### src/rtl/biu_constants_pkg.sv
// Shared bus-interface-unit encodings and burst helpers.
// Used by the burst sequencer and its address calculator.
package biu_constants_pkg;

    typedef enum logic [2:0] {
        BYTE   = 3'd0,
        HWORD  = 3'd1,
        WORD   = 3'd2,
        DWORD  = 3'd3,
        QWORD  = 3'd4,
        OWORD  = 3'd5,
        HOWORD = 3'd6,
        KWORD  = 3'd7
    } biu_size_t;

    typedef enum logic [2:0] {
        SINGLE = 3'd0,
        INCR   = 3'd1,
        WRAP4  = 3'd2,
        INCR4  = 3'd3,
        WRAP8  = 3'd4,
        INCR8  = 3'd5,
        WRAP16 = 3'd6,
        INCR16 = 3'd7
    } biu_type_t;

    typedef logic [2:0] biu_prot_t;

    localparam biu_prot_t PROT_DATA       = 3'b001;
    localparam biu_prot_t PROT_PRIVILEGED = 3'b010;
    localparam biu_prot_t PROT_CACHEABLE  = 3'b100;

    localparam int unsigned BIU_BOUNDARY = 1024;

    // Registered per-burst attributes carried alongside the running address.
    typedef struct packed {
        biu_size_t size;
        biu_type_t btype;
        biu_prot_t prot;
        logic      we;
    } biu_attr_t;

    // Fixed beat count; INCR is length-programmed and reports 0.
    function automatic int unsigned biu_beats(input biu_type_t t);
        case (t)
            SINGLE:        return 1;
            WRAP4, INCR4:  return 4;
            WRAP8, INCR8:  return 8;
            WRAP16, INCR16: return 16;
            default:       return 0;
        endcase
    endfunction

    function automatic logic biu_wrap(input biu_type_t t);
        return (t == WRAP4) || (t == WRAP8) || (t == WRAP16);
    endfunction

endpackage

### src/rtl/biu_burst_adr_calc.sv
// Combinational next-beat address and 1 KiB boundary-cross check for a burst.
module biu_burst_adr_calc
    import biu_constants_pkg::*;
#(
    parameter int unsigned PLEN = 32,
    parameter int unsigned LW   = 5
) (
    input  logic [PLEN-1:0] adr_i,
    input  biu_size_t       size_i,
    input  logic [LW-1:0]   beats_i,
    input  logic            wrap_i,
    output logic [PLEN-1:0] nxt_adr_o,
    output logic            cross_o
);

    localparam int unsigned BW = $clog2(BIU_BOUNDARY);

    logic [PLEN-1:0] step;
    logic [PLEN-1:0] mask;
    logic [PLEN-1:0] inc;
    logic [PLEN-1:0] last_byte;

    // mask spans the whole burst; wrap keeps the upper bits fixed
    always_comb begin
        step      = PLEN'(1) << size_i;
        mask      = (PLEN'(beats_i) << size_i) - PLEN'(1);
        inc       = adr_i + step;
        last_byte = adr_i + mask;
        nxt_adr_o = wrap_i ? ((adr_i & ~mask) | (inc & mask)) : inc;
        cross_o   = !wrap_i && (adr_i[PLEN-1:BW] != last_byte[PLEN-1:BW]);
    end

endmodule

### src/rtl/biu_burst_sequencer.sv
// Expands one transfer command into a handshaked stream of per-beat addresses.
// Supports fixed/length-programmed INCR, WRAP, legality rejection and abort.
module biu_burst_sequencer
    import biu_constants_pkg::*;
#(
    parameter int unsigned PLEN     = 32,
    parameter int unsigned XLEN     = 32,
    parameter int unsigned INCR_MAX = 16,
    localparam int unsigned LW      = $clog2(INCR_MAX + 1)
) (
    input  logic            clk_i,
    input  logic            rst_ni,
    input  logic            cmd_req_i,
    output logic            cmd_ack_o,
    input  logic [PLEN-1:0] cmd_adr_i,
    input  biu_size_t       cmd_size_i,
    input  biu_type_t       cmd_type_i,
    input  logic [LW-1:0]   cmd_len_i,
    input  logic            cmd_we_i,
    input  biu_prot_t       cmd_prot_i,
    output logic            err_o,
    output logic            beat_valid_o,
    input  logic            beat_ready_i,
    output logic [PLEN-1:0] beat_adr_o,
    output biu_size_t       beat_size_o,
    output logic            beat_we_o,
    output biu_prot_t       beat_prot_o,
    output logic            beat_first_o,
    output logic            beat_last_o,
    output logic [LW-1:0]   beat_idx_o,
    input  logic            abort_i,
    output logic            busy_o
);

    localparam int unsigned MAX_SIZE = $clog2(XLEN / 8);
    localparam logic [0:0]  ST_IDLE  = 1'b0;
    localparam logic [0:0]  ST_BURST = 1'b1;

    logic [0:0]      state_q, state_d;
    logic [PLEN-1:0] adr_q, adr_d;
    biu_attr_t       attr_q, attr_d;
    logic [LW-1:0]   beats_q, beats_d;
    logic [LW-1:0]   idx_q, idx_d;
    logic            first_q, first_d;
    logic            last_q, last_d;

    logic [LW-1:0]   cmd_beats;
    logic            type_ok, size_ok, len_ok, aligned, illegal;
    logic            hs, accept;
    logic [PLEN-1:0] run_nxt, chk_nxt;
    logic            run_cross, chk_cross;
    logic            unused_calc;

    biu_burst_adr_calc #(.PLEN(PLEN), .LW(LW)) u_run_calc (
        .adr_i     (adr_q),
        .size_i    (attr_q.size),
        .beats_i   (beats_q),
        .wrap_i    (biu_wrap(attr_q.btype)),
        .nxt_adr_o (run_nxt),
        .cross_o   (run_cross)
    );

    biu_burst_adr_calc #(.PLEN(PLEN), .LW(LW)) u_chk_calc (
        .adr_i     (cmd_adr_i),
        .size_i    (cmd_size_i),
        .beats_i   (cmd_beats),
        .wrap_i    (biu_wrap(cmd_type_i)),
        .nxt_adr_o (chk_nxt),
        .cross_o   (chk_cross)
    );

    assign unused_calc = ^{chk_nxt, run_cross};

    // Command legality; unknown encodings fall through to the rejecting defaults.
    always_comb begin
        cmd_beats = LW'(biu_beats(cmd_type_i));
        type_ok   = 1'b0;
        size_ok   = 1'b0;
        len_ok    = 1'b1;
        case (cmd_type_i)
            SINGLE, WRAP4, INCR4, WRAP8, INCR8, WRAP16, INCR16: type_ok = 1'b1;
            INCR: begin
                type_ok   = 1'b1;
                cmd_beats = cmd_len_i;
                len_ok    = 1'b0;
                if ((cmd_len_i != '0) && (cmd_len_i <= LW'(INCR_MAX))) len_ok = 1'b1;
            end
            default: ;
        endcase
        if (cmd_size_i <= 3'(MAX_SIZE)) size_ok = 1'b1;
        aligned = (cmd_adr_i & ((PLEN'(1) << cmd_size_i) - PLEN'(1))) == '0;
        illegal = !(type_ok && size_ok && len_ok && aligned && !chk_cross);
    end

    assign hs        = (state_q == ST_BURST) && beat_ready_i;
    assign cmd_ack_o = cmd_req_i && ((state_q == ST_IDLE) || (hs && last_q && !abort_i));
    assign err_o     = cmd_ack_o && illegal;
    assign accept    = cmd_ack_o && !illegal;

    // Next state; a legal accept always (re)loads the burst, giving zero-bubble chaining.
    always_comb begin
        state_d = state_q;
        adr_d   = adr_q;
        attr_d  = attr_q;
        beats_d = beats_q;
        idx_d   = idx_q;
        first_d = first_q;
        last_d  = last_q;
        case (state_q)
            ST_IDLE: ;
            ST_BURST: begin
                if (abort_i || (hs && last_q)) begin
                    state_d = ST_IDLE;
                    first_d = 1'b0;
                    last_d  = 1'b0;
                end else if (hs) begin
                    adr_d   = run_nxt;
                    idx_d   = idx_q + LW'(1);
                    first_d = 1'b0;
                    last_d  = (idx_q + LW'(2)) == beats_q;
                end
            end
            default: state_d = ST_IDLE;
        endcase
        if (accept) begin
            state_d      = ST_BURST;
            adr_d        = cmd_adr_i;
            attr_d.size  = cmd_size_i;
            attr_d.btype = cmd_type_i;
            attr_d.prot  = cmd_prot_i;
            attr_d.we    = cmd_we_i;
            beats_d      = cmd_beats;
            idx_d        = '0;
            first_d      = 1'b1;
            last_d       = cmd_beats == LW'(1);
        end
    end

    always_ff @(posedge clk_i or negedge rst_ni) begin
        if (!rst_ni) begin
            state_q <= ST_IDLE;
            adr_q   <= '0;
            attr_q  <= '{size: BYTE, btype: SINGLE, prot: '0, we: 1'b0};
            beats_q <= '0;
            idx_q   <= '0;
            first_q <= 1'b0;
            last_q  <= 1'b0;
        end else begin
            state_q <= state_d;
            adr_q   <= adr_d;
            attr_q  <= attr_d;
            beats_q <= beats_d;
            idx_q   <= idx_d;
            first_q <= first_d;
            last_q  <= last_d;
        end
    end

    assign beat_valid_o = state_q == ST_BURST;
    assign busy_o       = state_q == ST_BURST;
    assign beat_adr_o   = adr_q;
    assign beat_size_o  = attr_q.size;
    assign beat_we_o    = attr_q.we;
    assign beat_prot_o  = attr_q.prot;
    assign beat_first_o = first_q;
    assign beat_last_o  = last_q;
    assign beat_idx_o   = idx_q;

endmodule

### config.mk
export PLATFORM = sky130hd
export DESIGN_NAME = biu_burst_sequencer
export DESIGN_NICKNAME = d
export VERILOG_FILES = /design/src/rtl/biu_constants_pkg.sv /design/src/rtl/biu_burst_adr_calc.sv /design/src/rtl/biu_burst_sequencer.sv
export SDC_FILE = /design/constraint.sdc
export NUM_CORES = 1
export LEC_CHECK = 0
export BUFFER_PORTS_ARGS = -buffer_cell sky130_fd_sc_hd__buf_2
export CORE_ASPECT_RATIO = 1.25
export CORE_MARGIN = 5
export CORE_UTILIZATION = 25
export DETAILED_ROUTE_END_ITERATION = 10
export MAX_ROUTING_LAYER = met4
export PLACE_DENSITY_LB_ADDON = 0.1
export SYNTH_ARGS = -nofsm -noshare
export SYNTH_HDL_FRONTEND = slang
export SYNTH_SLANG_ARGS = --single-unit
export TNS_END_PERCENT = 100
### constraint.sdc
create_clock -name clk_i -period 14.6 [get_ports clk_i]
set_input_delay 2.92 -clock clk_i [delete_from_list [all_inputs] [get_ports clk_i]]
set_output_delay 2.92 -clock clk_i [all_outputs]
set_load 0.01 [all_outputs]
==> results of run 1 <==
==> layer usage <==
layer  part of all wire [%]  vias up  wire length, um
met2                     53      159            14550
met3                    2.8       28              779
met1                     43     3502            11820
met5                      0        -                0
li1                       -     3532                -
met4                    1.9        0              536
==> metrics by stage <==
step | instance area, um2 | std cells | power, mW | hold WS, ns
after global routing | 7958 | 1356 | 0.7142 | 0.5091
after detailed placement | 7809 | 1348 | 0.5409 | 0.4752
after global placement | 7809 | 1348 | 0.5467 | 0.4655
after CTS | 7958 | 1356 | 0.6740 | 0.4917
after floorplan | 7059 | 941 | 0.4297 | 0.4594
final | 7958 | 1356 | 0.6679 | 0.4889
==> final timing paths <==
check                                 endpoint  depth (start not counted)  slack [ns]            from
worst min register to register  beat_prot_o[2]                          1        0.49  beat_prot_o[2]
worst max-delay path                     err_o                         18        3.62   cmd_type_i[2]
min in group asynchronous            async pin                          2        2.75          rst_ni
max in group asynchronous            async pin                          2       11.32          rst_ni
worst max register to register       flip-flop                         11       10.28  beat_size_o[0]
worst min-delay path            beat_prot_o[2]                          1        0.49  beat_prot_o[2]
==> placed cells by master (no fill, tap or decap), types with 5 or more instances in the layout <==
cell and instances:
a211o_1 7, a211oi_1 7, a21o_1 15, a21oi_1 68, a31oi_1 5, and2_1 8
and3_1 7, buf_2 101, buf_4 5, clkbuf_16 5, dfrtp_1 55, ha_1 54
inv_1 77, mux2_2 14, mux2i_1 20, nand2_1 84, nand2b_1 15, nand3_1 31
nand4_1 20, nor2_1 68, nor2b_1 14, nor3_1 33, nor4_1 10, o211ai_1 11
o21a_1 10, o21ai_0 79, o22ai_1 5, o31ai_1 11, or2_2 6, or3_1 8
xnor2_1 37, xor2_1 26
==> final cells by class <==
cell class,count,share of cell area [%]
tap,350,5.503
multi-input combinational,759,64.83
clock buffer,5,1.572
clock inverter,3,0.2987
timing repair buffer,106,6.824
inverter,78,3.679
sequential,55,17.30
==> logic make-up after synthesis <==
| family | synth area share (%) |
|---|---|
| fa+ha+maj | 9.855 |
| simple gates | 23.01 |
| mux | 6.824 |
| flops | 19.50 |
| compound gates | 25.49 |
| xor+xnor | 7.816 |
| buf+inv | 7.515 |
==> power groups by stage <==
stage          Sequential (mW)  Clock [mW]  Combinational [mW]
3_3_place_gp             0.216           0               0.331
5_1_grt                  0.216       0.138               0.361
6_report                 0.212       0.129               0.327
2_1_floorplan            0.204           0               0.225
4_1_cts                  0.212       0.133               0.328
3_5_place_dp             0.215           0               0.326
==> Yosys cell counts, drive strengths merged (8+ instances only) <==
cell type and n:
nand2 85, o21ai 81, inv 77, a21oi 69, nor2 69, dfrtp 55
ha 54, xnor2 37, nor3 34, clkbuf 32, nand3 31, xor2 26
mux2 20, mux2i 20, nand4 20, buf 17, a21o 15, nand2b 15
nor2b 14, o31ai 12, o211ai 11, nor4 10, o21a 10, and2 8
or3 8
==> reports/results.tsv, run 1 <==
stage	metric	value	unit
global_routing	vias in the first global route	7076	
logic_synthesis	Syn Nets	1048	
clock_network	Root Buffer	clkbuf_16	
clock_network	Clock Path Buffers	2	
logic_synthesis	sequential share of the synthesized area	19.50	%
logic_synthesis	Post-Syn Area	7059	um2
place	gpl congestion	0.9280	
global_routing	GRT Total Usage	17.33	%
global_routing	gr busiest metal	met2	
global_routing	grt met2 use	31.72	%
cells_and_area	Multi-input gate area	5159	um2
floorplan	DIE HEIGHT	197.9	um
worst_setup_path	CP Buf/Inv Count	4	
place	number of I/O port buffers	101	
power	leak pwr	3.594	nW
clock_network	post-CTS sizing	0	
power	Logic pwr share	49.0	%
global_routing	initial antenna violation count	0	
clock_network	CTS sink cnt	55	
cells_and_area	Finished Core Util	28.69	%
sta	crit share post-route	75.20	%
sta	final-report setup violation count	0	
floorplan	Initial Util	25.45	%
worst_setup_path	Crit path arrival time	8.06	ns
clock_network	H-tree depth	2	
global_routing	GRT met1 Usage	20.60	%
worst_setup_path	Setup crit end kind	output pin	
clock_network	Reg clk slew, reported paths	0.07	ns
power	Cell Int Power	0.3708	mW
logic_synthesis	post-synth top area cell	dfrtp_1	
route	drt pass-1 iters	5	
logic_synthesis	share of the synthesized area in the top cell type	19.50	%
logic_synthesis	flops & latches, synth	55	
power	pwr/cell area	83.93	nW/um2
power	net switching power	0.2971	mW
global_routing	largest net degree at the start of global routing	56	
logic_synthesis	Avg Inst Size Synth	7.502	um2
floorplan	# IOs	102	
floorplan	Core Region	27740	um2
logic_synthesis	top cells by area, synth	dfrtp_1, ha_1, o21ai_0	
floorplan	Die W	160.3	um
sta	final clock skew	0.01879	ns
clock_network	clock latency on the worst-skew pair	0.32	ns
worst_hold_path	min-delay worst type	reg -> reg	
worst_setup_path	Worst Setup Start Kind	input port	
logic_synthesis	ys async rst share	100.0	%
run_status	status	finished clean	
worst_setup_path	worst path required time	11.68	ns
logic_synthesis	Top FF cell, synth	dfrtp_1	
global_routing	total congestion overflow	0	
cells_and_area	synthesis-to-finish area growth	12.73	%
route	Detail Route Antenna Nets	0	
clock_network	post-CTS setup buffers	0	
route	Routed wire per std cell	20.42	um
sta	unrepaired setup endpoints after global routing	no	
sta	final worst slack	3.621	ns
sta	Final min period	10.98	ns
route	drt via density	5.325	
logic_synthesis	cells after synthesis	941	
cells_and_area	Reg area	1376	um2
power	Max rail drop VDD	0.00004739	V
sta	relative slew slack	39.26	%
power	Sequential Power Share	31.7	%
sta	Setup TNS	0	ns
place	Detail Placement HPWL	23.01	mm
route	WL final	27.69	mm
sta	max frequency	91.08	MHz
worst_setup_path	crit path cell chain	buf_2, nor2_1, nand3_1, nand2_1, nand2_1, ha_1, inv_1, ha_1, nand4_1, nor3_1, o2111ai_1, a2111oi_0, nand4b_1, or4_4, o31ai_4, buf_4, a21boi_0, buf_2	
power	Switching Fraction	44.48	%
sta	Slew Viols, Final	0	
worst_setup_path	type of the worst setup path	in -> out	
global_routing	M3 GR Usage	1.145	%
floorplan	Die Area	31720	um2
sta	Fin. Hold Viols	0	
place	pre-CTS setup slack	3.604	ns
sta	Worst Tran Pin Value	0.9111	ns
clock_network	CTS tree	done	
logic_synthesis	EDFF count, synth	0	
global_routing	global-route wire length before repair	42.03	mm
floorplan	row cnt	68	
cells_and_area	Final #Nets	1112	
clock_network	TritonCTS Buffers	5	
route	final routed DRC violation total	0	
route	Initial DRC Count	510	
worst_setup_path	Worst path max stage delay	0.75	ns
run	Max Cap Viol	0	
worst_setup_path	Top delay family on crit path	simple AND/OR/NAND/NOR gates	
power	Clk pwr share	19.3	%
worst_setup_path	CP max stage cell	nor3_1	
worst_setup_path	Max FO, Critical Path	17	
clock_network	cts hold-fix bufs	0	
logic_synthesis	Distinct cells, synth	78	
route	via count	7221	
logic_synthesis	Syn. warnings	0	
cells_and_area	Filler cells	3080	
cells_and_area	share of cells above drive strength 1	15.31	%
cells_and_area	Antenna diodes	0	
(Power assumes the default switching activity.)
==> run 2, diff against run 1 <==
--- a/config.mk
+++ b/config.mk
@@ -5,6 +5,7 @@
 export SDC_FILE = /design/constraint.sdc
 export NUM_CORES = 1
 export LEC_CHECK = 0
+export ABC_AREA = 1
 export BUFFER_PORTS_ARGS = -buffer_cell sky130_fd_sc_hd__buf_2
 export CORE_ASPECT_RATIO = 1.25
 export CORE_MARGIN = 5
==> constraint.sdc (replaced) <==
create_clock -name clk_i -period 11.2 [get_ports clk_i]
set_input_delay 2.24 -clock clk_i [delete_from_list [all_inputs] [get_ports clk_i]]
set_output_delay 2.24 -clock clk_i [all_outputs]
set_load 0.01 [all_outputs]
==> run 2 against run 1 <==
Net effect:
- first-iteration DRC count down 4.5%
- via count up 12%
- critical endpoint unchanged
- largest cell class unchanged
- clock power grew 32%
- area after synthesis grew 8.2%
- sequential share of layout area down 1.3 points
==> reports/results.tsv, run 2 <==
stage	metric	value	unit
run_status	status	finished clean	
clock_network	Root Buffer	clkbuf_16	
place	Inst Count DP	1741	
floorplan	Core Region	30120	um2
route	Routed wire per std cell	16.02	um
clock_network	Clock Path Buffers	2	
worst_setup_path	internal reg-to-reg setup slack	6.92	ns
global_routing	grt met2 use	30.87	%
logic_synthesis	Distinct cells, synth	51	
global_routing	GRT Total Usage	16.81	%
worst_setup_path	type of the worst setup path	in -> out	
cells_and_area	most frequent cells in the layout	nand2_1, inv_1, buf_2	
route	WL final	28.02	mm
cells_and_area	final cell count without fillers	1749	
cells_and_area	synthesis-to-finish area growth	12.45	%
sta	crit share post-route	78.44	%
place	number of I/O port buffers	101	
clock_network	cts hold-fix bufs	0	
route	Detail Route Antenna Nets	0	
clock_network	post-CTS setup buffers	0	
place	pre-CTS setup slack	2.418	ns
power	Max rail drop VDD	0.00006143	V
global_routing	GRT met1 Usage	20.60	%
power	pwr/cell area	129.6	nW/um2
worst_hold_path	WHS Path Cells	2	
worst_setup_path	Most common cell on crit path	o21ai_0	
logic_synthesis	post-synth top area cell	nand2_1	
cells_and_area	most common cell after layout, fill and taps aside	nand2_1	
worst_setup_path	CP Buf/Inv Count	5	
floorplan	Initial Util	25.36	%
cells_and_area	share of cells above drive strength 1	11.87	%
logic_synthesis	count leader, synth	nand2_1	
clock_network	Reg clk slew, reported paths	0.08	ns
logic_synthesis	Post-Syn Area	7637	um2
sta	final worst slack	2.415	ns
sta	final-report setup violation count	0	
logic_synthesis	top cells by area, synth	nand2_1, dfrtp_1, ha_1	
cells_and_area	Finished Cell Area	8588	um2
route	final routed DRC violation total	0	
sta	relative slew slack	21.84	%
worst_setup_path	Max FO, Critical Path	35	
power	Final Total Pwr	1.113	mW
global_routing	vias in the first global route	8151	
sta	Final min period	8.785	ns
global_routing	total congestion overflow	0	
logic_synthesis	sequential share of the synthesized area	18.02	%
worst_setup_path	Setup crit end kind	output pin	
logic_synthesis	Avg Inst Size Synth	5.999	um2
sta	Slew Viols, Final	0	
global_routing	M3 GR Usage	0.8263	%
worst_setup_path	Worst path max stage delay	0.44	ns
worst_setup_path	worst path required time	8.96	ns
route	drt via density	4.638	
floorplan	Die Area	34170	um2
clock_network	CTS sink cnt	55	
clock_network	clock latency on the worst-skew pair	0.31	ns
cells_and_area	Final #Nets	1454	
floorplan	Die W	166.3	um
sta	Fin. Hold Viols	0	
sta	unrepaired setup endpoints after global routing	no	
worst_setup_path	CP max stage cell	o22ai_1	
logic_synthesis	Syn. warnings	0	
worst_setup_path	FF-to-FF path depth	20	
worst_setup_path	Worst Setup Start Kind	input port	
global_routing	largest net degree at the start of global routing	81	
logic_synthesis	cells after synthesis	1273	
power	leak pwr	4.522	nW
logic_synthesis	Syn Nets	1380	
run	Max Cap Viol	0	
clock_network	TritonCTS Buffers	5	
route	Initial DRC Count	487	
logic_synthesis	flops & latches, synth	55	
clock_network	H-tree depth	2	
sta	final clock skew	0.006851	ns
clock_network	CTS tree	done	
worst_hold_path	Worst Hold Path EP	beat_first_o	
sta	Setup TNS	0	ns
route	drt pass-1 iters	5	
logic_synthesis	Top FF cell, synth	dfrtp_1	
logic_synthesis	EDFF count, synth	0	
logic_synthesis	share of the synthesized area in the top cell type	20.54	%
global_routing	gr busiest metal	met2	
floorplan	row cnt	71	
floorplan	# IOs	102	
worst_hold_path	min-delay worst type	reg -> reg	
worst_setup_path	reg2reg start	beat_size_o[0]	
logic_synthesis	ys async rst share	100.0	%
place	Post-DP Area	8439	um2
place	Detail Placement HPWL	23.40	mm
route	via count	8111	
worst_setup_path	Top delay family on crit path	compound AO/OA/AOI/OAI gates	
sta	Worst Tran Pin Value	1.172	ns
worst_hold_path	hold path startpoint	beat_first_o	
sta	max frequency	113.8	MHz
clock_network	post-CTS sizing	0	
global_routing	initial antenna violation count	0	
worst_setup_path	Crit path arrival time	6.55	ns
floorplan	DIE HEIGHT	205.4	um
cells_and_area	Antenna diodes	0	
global_routing	global-route wire length before repair	44.62	mm
logic_synthesis	Synth top cells by count	nand2_1, inv_1, nor2_1	
place	gpl congestion	0.8773	
[run 2: cell families (layout without fill, tap and decap cells)]
| kind of cell | after synthesis | after routing | synth area share, % |
|---|---|---|---|
| AOI/OAI and AO/OA | 189 | 189 | 14.35 |
| buffers and inverters | 228 | 303 | 12.86 |
| DFF | 55 | 55 | 18.02 |
| xor gates and xnor gates | 48 | 48 | 5.505 |
| adders and majority gates | 55 | 55 | 9.109 |
| and+or+nand+nor | 698 | 698 | 40.15 |
[run 2: power by group]
part	internal (mW)	switching, mW
clock network	0.0842	0.0857
logic	0.231	0.402
registers	0.245	0.0644
[run 2: area by class of cell]
type | count | area (um2)
tap | 401 | 501.7
clock buffer | 5 | 125.1
multi-input combinational | 990 | 5294
sequential | 55 | 1376
inverter | 185 | 694.4
clock inverter | 3 | 23.77
timing repair buffer | 110 | 573.1
fill | 3474 | 21530
[run 2: worst min-delay path: stages (launching register included)]
cell	delay (ns)
dfrtp_1	0.35
nand2_1	0.05
nand2_1	0.05
[run 2: per-stage QoR]
stage | utilization [%] | hold slack [ns]
after floorplan | - | 0.4500
after global placement | 28.02 | 0.4564
after detailed placement | 28.02 | 0.4598
after CTS | 28.52 | 0.4832
after global routing | 28.52 | 0.5132
final | 28.52 | 0.4788
[run 2: worst max-delay path by stage]
stage / from / endpoint / slack (ns) / cells past startpoint
6_report: cmd_type_i[2] / err_o / 2.41 / 25
5_1_grt: cmd_type_i[2] / err_o / 1.84 / 31
3_3_place_gp: cmd_type_i[2] / err_o / 2.49 / 25
2_1_floorplan: cmd_type_i[2] / err_o / 3.38 / 24
3_5_place_dp: cmd_type_i[2] / err_o / 2.42 / 25
4_1_cts: cmd_type_i[2] / err_o / 2.39 / 25
[run 2: per-layer routing]
metal	up-vias	wire, um
met2	87	14560
met4	0	382
li1	4266	-
met3	14	412
met5	-	0
met1	3744	12670
==> run 3, diff against run 2 <==
==> constraint.sdc (replaced) <==
create_clock -name clk_i -period 7.7 [get_ports clk_i]
set_input_delay 1.54 -clock clk_i [delete_from_list [all_inputs] [get_ports clk_i]]
set_output_delay 1.54 -clock clk_i [all_outputs]
set_load 0.01 [all_outputs]
==> run 3 against run 2 <==
Net effect:
- first-iteration DRC count fell by 7.6%
- cell area rose by 0.31%
- critical path type unchanged
- die area did not move
- via count rose by 0.84%
- highest routed layer unchanged
==> reports/results.tsv, run 3 (synthesis results as in run 2) <==
stage	metric	value	unit
sta	final-report setup violation count	0	
power	Sequential Power Share	27.6	%
run_status	status	finished clean	
cells_and_area	Antenna diodes	0	
power	net switching power	0.8057	mW
worst_setup_path	worst path required time	6.16	ns
worst_hold_path	min-delay worst type	reg -> reg	
sta	crit share post-route	91.89	%
route	drt via density	4.674	
worst_setup_path	Setup crit end kind	output pin	
clock_network	Reg clk slew, reported paths	0.08	ns
clock_network	post-CTS sizing	0	
worst_setup_path	type of the worst setup path	in -> out	
power	Max rail drop VDD	0.0001007	V
sta	unrepaired setup endpoints after global routing	no	
global_routing	vias in the first global route	8101	
global_routing	initial antenna violation count	0	
floorplan	Die Area	34170	um2
sta	max frequency	141.3	MHz
floorplan	Die W	166.3	um
cells_and_area	Finished Core Util	28.61	%
cells_and_area	most common cell after layout, fill and taps aside	nand2_1	
cells_and_area	share of cells above drive strength 1	11.93	%
cells_and_area	Filler cells	3515	
sta	Fin. Hold Viols	0	
clock_network	CTS sink cnt	55	
sta	final clock skew	0.005457	ns
route	WL final	28.46	mm
sta	Final min period	7.076	ns
cells_and_area	most frequent cells in the layout	nand2_1, inv_1, buf_2	
global_routing	global-route wire length before repair	44.59	mm
clock_network	clock latency on the worst-skew pair	0.31	ns
clock_network	cts hold-fix bufs	0	
sta	Worst Tran Pin Value	1.024	ns
place	number of I/O port buffers	101	
place	Detail Placement HPWL	23.70	mm
power	pwr/cell area	189.1	nW/um2
worst_setup_path	Crit path arrival time	5.54	ns
sta	Setup TNS	0	ns
clock_network	post-CTS setup buffers	0	
worst_setup_path	Worst Setup Start Kind	input port	
cells_and_area	synthesis-to-finish area growth	12.79	%
power	Switching Fraction	49.46	%
global_routing	largest net degree at the start of global routing	65	
power	leak pwr	4.540	nW
floorplan	Core Region	30120	um2
clock_network	Clock Path Buffers	2	
run	Max Cap Viol	0	
clock_network	Root Buffer	clkbuf_16	
worst_setup_path	Worst path max stage delay	0.40	ns
power	Logic pwr share	56.6	%
route	Detail Route Antenna Nets	0	
route	final routed DRC violation total	0	
floorplan	# IOs	102	
cells_and_area	Final #Nets	1455	
route	Routed wire per std cell	16.26	um
clock_network	TritonCTS Buffers	5	
global_routing	GRT Total Usage	16.82	%
global_routing	total congestion overflow	0	
floorplan	row cnt	71	
floorplan	DIE HEIGHT	205.4	um
worst_setup_path	Most common cell on crit path	nand2_1	
route	drt pass-1 iters	5	
sta	relative slew slack	31.73	%
power	Cell Int Power	0.8231	mW
clock_network	H-tree depth	2	
floorplan	Initial Util	25.36	%
place	gpl congestion	0.8632	
route	Initial DRC Count	450	
sta	Slew Viols, Final	0	
power	Clk pwr share	15.8	%
worst_setup_path	CP max stage cell	o21ai_0	
route	via count	8179	
clock_network	CTS tree	done	
worst_setup_path	Max FO, Critical Path	4	
==> run 3: cell types whose count changed in the layout (fill, tap and decap cells not counted), sizes merged <==
cell	previous run	this run
buf	110	111
clkinvlp	2	1
inv	185	184
clkinv	1	2
clkbuf	5	6
==> run 3: final timing paths <==
| path | start | end | slack (ns) | depth (start not counted) |
|---|---|---|---|---|
| setup / recovery | cmd_type_i[2] | err_o | 0.62 | 28 |
| hold / removal | beat_first_o | beat_first_o | 0.47 | 2 |
| setup reg to reg | beat_size_o[0] | flip-flop | 3.42 | 20 |
| hold reg to reg | beat_first_o | beat_first_o | 0.47 | 2 |
| max in group asynchronous | rst_ni | async pin | 5.80 | 2 |
| min in group asynchronous | rst_ni | beat_we_o | 1.38 | 2 |
==> run 3: final cells by class <==
class	instances	area (um2)	area share [%]
multi-input combinational	990	5294	61.45
sequential	55	1376	15.98
inverter	185	694.4	8.061
timing repair buffer	111	593.1	6.885
tap	401	501.7	5.824
clock buffer	6	138.9	1.612
clock inverter	2	16.27	0.1888
==> run 3: critical path: cells and delay by family <==
| kind | cells | cell delay, ns |
|---|---|---|
| AO/OA/AOI/OAI | 8 | 1.58 |
| AND/OR/NAND/NOR | 13 | 1.39 |
| adder cells (fa/ha/maj) | 2 | 0.52 |
| buffers and inverters | 5 | 0.49 |
==> run 3: power groups by stage <==
stage	Combinational, mW	Clock, mW	Sequential, mW
6_report	0.923	0.257	0.449
5_1_grt	1.06	0.278	0.464
4_1_cts	0.937	0.270	0.453
3_5_place_dp	0.932	0	0.459
3_3_place_gp	0.933	0	0.459
2_1_floorplan	0.648	0	0.448
==> run 3: per-layer routing <==
metal  share of wire (%)  GRT usage [%]  vias up
met3                 1.7          1.038       16
li1                    -              -     4271
met1                  45          20.39     3791
met4                 1.6          4.005        0
met5                   0              -        -
met2                  52          30.78      101
==> run 3: through the flow <==
step | power (mW) | setup WS (ns) | instances | cell area (um2) | hold slack, ns
final | 1.629 | 0.6244 | 1750 | 8615 | 0.4738
after detailed placement | 1.391 | 0.5507 | 1742 | 8459 | 0.4586
after global placement | 1.392 | 0.5544 | 1742 | 8459 | 0.4573
after CTS | 1.660 | 0.5252 | 1750 | 8615 | 0.4776
after floorplan | 1.097 | 1.285 | 1273 | 7637 | 0.4500
after global routing | 1.798 | 0.06762 | 1750 | 8615 | 0.5128
